==> config.mk <==
export PLATFORM = sky130hd
export DESIGN_NAME = uart_tx_ctrl
export DESIGN_NICKNAME = d
export VERILOG_FILES = /design/src/rtl/uart_tx_pkg.sv /design/src/rtl/uart_tx_ctrl_parity_calc.sv /design/src/rtl/uart_tx_ctrl.sv
export SDC_FILE = /design/constraint.sdc
export NUM_CORES = 1
export LEC_CHECK = 0
export CORE_AREA = 4 4 41 43
export CTS_BUF_LIST = sky130_fd_sc_hd__clkbuf_16
export DETAILED_ROUTE_END_ITERATION = 12
export DIE_AREA = 0 0 45 47
export PLACE_DENSITY = 0.55
export SLEW_MARGIN = 0
export SYNTH_ARGS = -nofsm -noshare
export SYNTH_HDL_FRONTEND = slang
export SYNTH_HIERARCHICAL = 1
export SYNTH_SLANG_ARGS = --single-unit
==> constraint.sdc <==
create_clock -name CLK -period 1.98 [get_ports CLK]
set_input_delay 0.198 -clock CLK [delete_from_list [all_inputs] [get_ports CLK]]
set_output_delay 0.198 -clock CLK [all_outputs]
set_load 0.02 [all_outputs]
==> src/rtl/uart_tx_pkg.sv <==
// Shared definitions for the UART transmit control path: FSM state encoding and parity types.
// Optional macro UART_TX_TWO_STOP_EN adds the STOP2 state for two stop bits.
package uart_tx_pkg;

    typedef enum logic [2:0] {
        IDLE   = 3'd0,
        START  = 3'd1,
        DATA   = 3'd2,
        PARITY = 3'd3,
        STOP   = 3'd4
`ifdef UART_TX_TWO_STOP_EN
        ,
        STOP2  = 3'd5
`endif
    } tx_state_e;

    localparam logic PAR_EVEN = 1'b0;
    localparam logic PAR_ODD  = 1'b1;

endpackage

==> src/rtl/uart_tx_ctrl_parity_calc.sv <==
// Combinational parity generator: even parity sets the bit so the total count of ones is even.
module parity_calc
    import uart_tx_pkg::*;
#(
    parameter int DATA_WIDTH = 8
) (
    input  logic [DATA_WIDTH-1:0] p_data_i,
    input  logic                  par_typ_i,
    output logic                  par_bit_o
);

    assign par_bit_o = (par_typ_i == PAR_ODD) ? ~^p_data_i : ^p_data_i;

endmodule

==> src/rtl/uart_tx_ctrl.sv <==
// UART TX framing FSM: start, serializer-driven data bits, optional parity, stop bit(s).
// Build option: define UART_TX_TWO_STOP_EN to emit two stop bits per frame.
module uart_tx_ctrl
    import uart_tx_pkg::*;
#(
    parameter int DATA_WIDTH = 8
) (
    input  logic                  CLK,
    input  logic                  RST,
    input  logic [DATA_WIDTH-1:0] P_DATA,
    input  logic                  DATA_VALID,
    input  logic                  PAR_EN,
    input  logic                  PAR_TYP,
    input  logic                  ser_data,
    input  logic                  ser_done,
    output logic                  ser_en,
    output logic                  TX_OUT,
    output logic                  Busy
);

    tx_state_e state_q;
    tx_state_e state_d;
    logic      busy_q;
    logic      par_bit_q;
    logic      par_bit_d;
    logic      par_en_q;
    logic      par_en_d;
    logic      par_calc;

    parity_calc #(
        .DATA_WIDTH(DATA_WIDTH)
    ) u_parity (
        .p_data_i (P_DATA),
        .par_typ_i(PAR_TYP),
        .par_bit_o(par_calc)
    );

    always_ff @(posedge CLK) begin
        if (RST) begin
            state_q   <= IDLE;
            busy_q    <= 1'b0;
            par_bit_q <= 1'b0;
            par_en_q  <= 1'b0;
        end else begin
            state_q   <= state_d;
            busy_q    <= (state_d != IDLE);
            par_bit_q <= par_bit_d;
            par_en_q  <= par_en_d;
        end
    end

    always_comb begin
        state_d   = state_q;
        par_bit_d = par_bit_q;
        par_en_d  = par_en_q;
        TX_OUT    = 1'b1;
        ser_en    = 1'b0;
        case (state_q)
            IDLE: begin
                // Frame options are frozen here; later input changes cannot touch this frame.
                if (DATA_VALID) begin
                    par_en_d  = PAR_EN;
                    par_bit_d = par_calc;
                    state_d   = START;
                end
            end
            START: begin
                TX_OUT  = 1'b0;
                ser_en  = 1'b1;
                state_d = DATA;
            end
            DATA: begin
                TX_OUT = ser_data;
                ser_en = ~ser_done;
                if (ser_done) begin
                    state_d = par_en_q ? PARITY : STOP;
                end
            end
            PARITY: begin
                TX_OUT  = par_bit_q;
                state_d = STOP;
            end
            STOP: begin
`ifdef UART_TX_TWO_STOP_EN
                state_d = STOP2;
`else
                state_d = IDLE;
`endif
            end
`ifdef UART_TX_TWO_STOP_EN
            STOP2: begin
                state_d = IDLE;
            end
`endif
            default: begin
                state_d = IDLE;
            end
        endcase
    end

    assign Busy = busy_q;

endmodule

==> out/metrics.yaml, run 1 <==
critPathLaunch: "state_q[1]"
start_kind: "flip-flop"
cts_inserted_buffers: 3
start_util_pct: 27.6
routedWlPerCell_um: 10.7
p_clk_share_pct: 55.8
track_usage_pct: 8.88
fmax_mhz: 636
clkTransAtPathRegs_ns: 0.03
cts_tree: "yes"
layout_commonest_cell: "clkdlybuf4s50_1"
cp_max_fo: 6
ios: 18
layout_common_cells: "15 x clkdlybuf4s50_1, 6 x dfxtp_1, 4 x xnor2_1"
setup_viol_count_final: 0
cp.required_ns: 1.78
drive_gt1_share_pct: 12.3
clk_latency_ns: 0.23
dieHeight_um: 47
p_seq_share_pct: 24.2
yosys_warnings: 6
fp.dieW_um: 45
io_buffers: 17
fp.dieArea_um2: 2120
route.detailed.drc: 0
synth_top_area_share_pct: 33.4
grt_max_degree: 9
totalWireLength_um: 769
min-delay-path-class: "flip-flop to flip-flop"
switchingPower_mw: 0.116
placed_area_um2: 551
fin_crit_sh_pct: 79.4
cp-end-kind: "primary output"
gp_congestion: 0.676
clock_skew_ns: 0.00113
drt_iter0_drc: 8
ant_nets: 0
dp_hpwl_um: 623
ys_seq_area_share_pct: 33.4
grt_pass1_vias: 290
synthToLayoutAreaGrowth_pct: 75.6
cts_hold_buf: 0
syn_area_per_cell_um2: 9.71
finalPower_mw: 0.583
viasPerCell: 4.58
cts_sinks: 6
power_frac_comb_pct: 20.0
htreeDepth: 1
tightest_slew_ns: 0.348
yosysTopAreaCell: "dfxtp_1"
drv_slew: 0
timing.hold.ws_ns: 0.488
grt_pass1_wl_um: 1230
rows: 13
p_int_mw: 0.466
ys_types: 23
antenna_found_initial: 0
rsz0062_at_grt: "false"
vias: 330
synth_seq_cells: 6
grt-ovfl-total: 0
critPathArrivalTime_ns: 1.37
p_per_area_nw_per_um2: 924
finalNetCount: 74
irDropWorstVdd_mv: 0.468
rr_startpoint: "state_q[1]"
n_antenna_cell: 0
cts-root-buf: "clkbuf_16"
yosys-top-cells-area: "dfxtp_1 33%, xnor2_1 9.8%, nor4b_4 6.6%"
final_core_util_pct: 48.5
syn_area_um2: 359
p_leak_nw: 0.263
synth_nets: 52
min_from: "par_bit_q"
hold_viol_final: 0
clk_path_buf_depth: 2
core_area_um2: 1300
post-route-cell-area_um2: 631
maxCapViolations: 0
first_pass_iters: 4
synthCells: 37
setup_tns_ns: 0
switching_share_pct: 20.0
period_minus_slack_ns: 1.57
criticalPathCategory: "flip-flop to primary output"
status: "completed"
relSlewSlack_pct: 76.2
## worst max-delay path, cell delays in order (launching register included)
cell and delay, ns:
dfxtp_1 0.34, buf_4 0.16, nor3b_1 0.18, a21oi_1 0.05, or2_1 0.21, dlymetal6s2s_1 0.21
## kinds of logic (layout without fill, tap and decap cells)
kind of cell	Yosys count	after routing	share of synthesized area [%]
XOR/XNOR	7	7	23.0
flip-flops	6	6	33.5
multiplexers	2	2	5.58
AO/OA/AOI/OAI	5	5	8.71
AND/OR/NAND/NOR	14	14	25.8
buffers and inverters	3	23	3.48
## state kept, by name, summed over array words and instances (netlist names)
| name | flops |
|---|---|
| par_en_q | 1 |
| par_bit_q | 1 |
| state_q | 3 |
| Busy | 1 |
## through the flow
stage               worst slack (ns)  std cells
floorplan                      0.573         37
global placement              0.0346         69
detailed placement            0.0144         69
CTS                           0.0117         72
global route                   0.315         72
finish                         0.409         72
## power groups by stage
stage | clock [mW] | sequential (mW) | combinational [mW]
floorplan | 0 | 0.142 | 0.0680
global placement | 0 | 0.143 | 0.119
detailed placement | 0 | 0.143 | 0.119
CTS | 0.332 | 0.141 | 0.120
global route | 0.337 | 0.143 | 0.127
finish | 0.325 | 0.141 | 0.117
## final timing paths
path / end / slack, ns / cells after the start
setup reg to reg: par_en_q / 0.81 / 4
setup / recovery: TX_OUT / 0.41 / 5
hold reg to reg: par_bit_q / 0.49 / 2
hold / removal: par_bit_q / 0.49 / 2
## cell type report
type                    count  area, um^2
multi-input cells          28         226
clock buffers               3        75.1
well taps                  15        18.8
flip-flops and latches      6         120
repair buffers             18         183
inverters                   2        7.51
fillers                   143         671
## Yosys cell counts, drive strengths merged
| library cell | count |
|---|---|
| dfxtp | 6 |
| nand3 | 1 |
| clkinv | 1 |
| a21oi | 3 |
| or2 | 1 |
| nand2 | 2 |
| xor2 | 1 |
| nor4 | 1 |
| mux2i | 2 |
| a2111oi | 1 |
| inv | 1 |
| nor2 | 2 |
| or3 | 1 |
| nor3 | 2 |
| nand2b | 1 |
| xnor2 | 5 |
| buf | 1 |
| nor4b | 1 |
| nor3b | 1 |
| a211oi | 1 |
| xnor3 | 1 |
| and3 | 1 |
## layer usage
metal | part of all wire (%) | track usage [%] | routed length (um) | vias to the layer above
li1 | - | - | - | 169
met1 | 38 | 8.28 | 290 | 143
met2 | 49 | 13.6 | 378 | 14
met3 | 9.4 | 4.98 | 72 | 4
met4 | 3.5 | 8.77 | 27 | 0
met5 | 0 | 0 | 0 | -
## what timing repair did
item | in CTS | in global routing
setup buffers | 0 | 0
setup endpoints to repair | 0 | 2
resized for setup | 0 | 2
(Power assumes the default switching activity.)
==> run 2: changes to the inputs <==
==> constraint.sdc (replaced) <==
create_clock -name CLK -period 1.5 [get_ports CLK]
set_input_delay 0.15 -clock CLK [delete_from_list [all_inputs] [get_ports CLK]]
set_output_delay 0.15 -clock CLK [all_outputs]
set_load 0.02 [all_outputs]
==> run 2 against run 1 <==
Net effect: worst setup slack lost 0.31 ns; total power up 36%; clock skew grew 0.0018 ns; critical endpoint is now ser_en; first-iteration DRC count down 25%; clock power is 35% higher; critical path type unchanged; register-to-register slack worse by 0.62 ns; routed wire length increased by 18%; sequential share of layout area decreased by 0.95 points; via count up 7.3%; critical path depth shrank 1; highest routed layer unchanged.
==> out/metrics.yaml, run 2 (same netlist as run 1, synthesis figures left out) <==
status: "completed"
n_antenna_cell: 0  # unchanged
grt_pass1_wl_um: 1410  # +15%
rr_startpoint: "state_q[0]"
fp.dieArea_um2: 2120  # unchanged
critPathArrivalTime_ns: 1.25  # -0.12 ns
io_buffers: 17  # unchanged
ant_nets: 0  # unchanged
cp-end-kind: "primary output"
dp.cells: 75  # +8.7%
rrSetupSlack_ns: 0.19  # -0.62 ns
cts_tree: "yes"
timing.hold.ws_ns: 0.497  # +0.00959 ns
core_area_um2: 1300  # unchanged
regMostFlops: "state_q"
viasPerCell: 4.54  # -0.98%
criticalPathCategory: "flip-flop to primary output"
grt_pass1_vias: 356  # +23%
vias: 354  # +7.3%
seqCellArea_um2: 121  # +1.0%
clock_skew_ns: 0.00294  # +0.00181 ns
fp.dieW_um: 45  # unchanged
worstRegToRegCells: 3  # -1
min-delay-path-class: "flip-flop to flip-flop"
synthToLayoutAreaGrowth_pct: 86.8
grt_max_degree: 7  # -2
post-route-cell-area_um2: 671  # +6.3%
cp.required_ns: 1.35  # -0.43 ns
layout_commonest_cell: "clkdlybuf4s50_1"
grt-ovfl-total: 0  # unchanged
finalPower_mw: 0.794  # +36%
dieHeight_um: 47  # unchanged
rr_endpoint: "state_q[2]"
clk_latency_ns: 0.23  # about the same
totalWireLength_um: 907  # +18%
rows: 13  # unchanged
start_util_pct: 27.6  # unchanged
track_usage_pct: 10.0  # +1.2 points
gp_congestion: 0.705  # +4.4%
antenna_found_initial: 0  # unchanged
setup_tns_ns: 0  # unchanged
fillCellCount: 136  # -4.9%
routedWlPerCell_um: 11.6  # +8.9%
fin_crit_sh_pct: 93.4
cts_sinks: 6  # unchanged
pre_cts_ws_ns: -0.343  # -0.357 ns
largest_reg_flops: 3  # unchanged
layout_common_cells: "15 x clkdlybuf4s50_1, 6 x buf_4, 5 x dfxtp_1"
route.detailed.drc: 0  # unchanged
cts-root-buf: "clkbuf_16"
cp_slowest_cell: "dfxtp_2"
fin_cells: 78  # +8.3%
fmax_mhz: 714
critPathLaunch: "state_q[1]"
crit_chain: "inv_2 -> or3_1 -> a21oi_1 -> buf_2"
drive_gt1_share_pct: 27.0  # +15 points
clkTransAtPathRegs_ns: 0.04  # about the same
maxCapViolations: 0  # unchanged
placed_area_um2: 596  # +8.2%
final_core_util_pct: 51.5  # +3.1 points
rsz0062_at_grt: "false"
ios: 18  # unchanged
cts_inserted_buffers: 3  # unchanged
p_leak_nw: 0.278  # +5.6%
multi_input_area_um2: 231  # +2.2%
tightest_slew_ns: 0.465  # +0.117 ns
critPathMaxStageDelay_ns: 0.34  # about the same
drt_iter0_drc: 6  # -2
clk_path_buf_depth: 2  # unchanged
fin_ws_ns: 0.0990  # -0.309 ns
p_per_area_nw_per_um2: 1180  # +28%
postCtsSetupRepairBufs: 0  # unchanged
relSlewSlack_pct: 68.2  # -8.0 points
drv_slew: 0  # unchanged
irDropWorstVdd_mv: 0.656  # +40%
finalNetCount: 80  # +8.1%
setup_viol_count_final: 0  # unchanged
hold_viol_final: 0  # unchanged
period_minus_slack_ns: 1.40
crit_path_end: "ser_en"
start_kind: "flip-flop"
htreeDepth: 1  # unchanged
cp_max_fo: 2  # -4
first_pass_iters: 4  # unchanged
[run 2: cell types whose count changed in the layout (fill, tap and decap cells not counted), sizes merged]
| cell | before | now |
|---|---|---|
| buf | 1 | 9 |
| dlymetal6s2s | 2 | 0 |
[run 2: final cells by class]
| type | count | share of cell area, % |
|---|---|---|
| repair buffers | 24 | 32.3 |
| flip-flops and latches | 6 | 18.1 |
| well taps | 15 | 2.80 |
| inverters | 2 | 1.12 |
| clock buffers | 3 | 11.2 |
| multi-input cells | 28 | 34.5 |
[run 2: what timing repair did]
action                                  in CTS  in global routing
hold buffers                                 0                  0
endpoints found under the setup margin       2                  1
resized for setup                            8                  3
pin swaps                                    0                  0
[run 2: how the worst min path moves through the flow]
stage | cells past startpoint | to | start
6_report | 2 | par_bit_q | par_bit_q
5_1_grt | 2 | state_q[2] | RST
4_1_cts | 2 | par_bit_q | par_bit_q
3_5_place_dp | 2 | par_bit_q | par_bit_q
3_3_place_gp | 2 | par_bit_q | par_bit_q
2_1_floorplan | 1 | par_bit_q | RST
[run 2: metal layers]
metal,up-vias,global-route usage [%],part of all wire [%]
met2,11,17.2,51
met3,3,4.98,6.9
met1,158,9.36,40
li1,182,-,-
met4,0,7.02,1.9
met5,-,0,0
[run 2: worst max-delay path, delay by kind of cell, from the launching register on]
family	cells	cell delay (ns)
buffers and inverters	2	0.21
DFF	1	0.34
AOI/OAI and AO/OA	1	0.14
and+or+nand+nor	1	0.33
[run 2: report_power, final]
| part | internal, mW | total (mW) | switching [mW] |
|---|---|---|---|
| Clock | 0.343 | 0.440 | 0.0975 |
| Sequential | 0.175 | 0.185 | 0.0106 |
| Combinational | 0.107 | 0.168 | 0.0612 |
| Total | 0.624 | 0.794 | 0.169 |
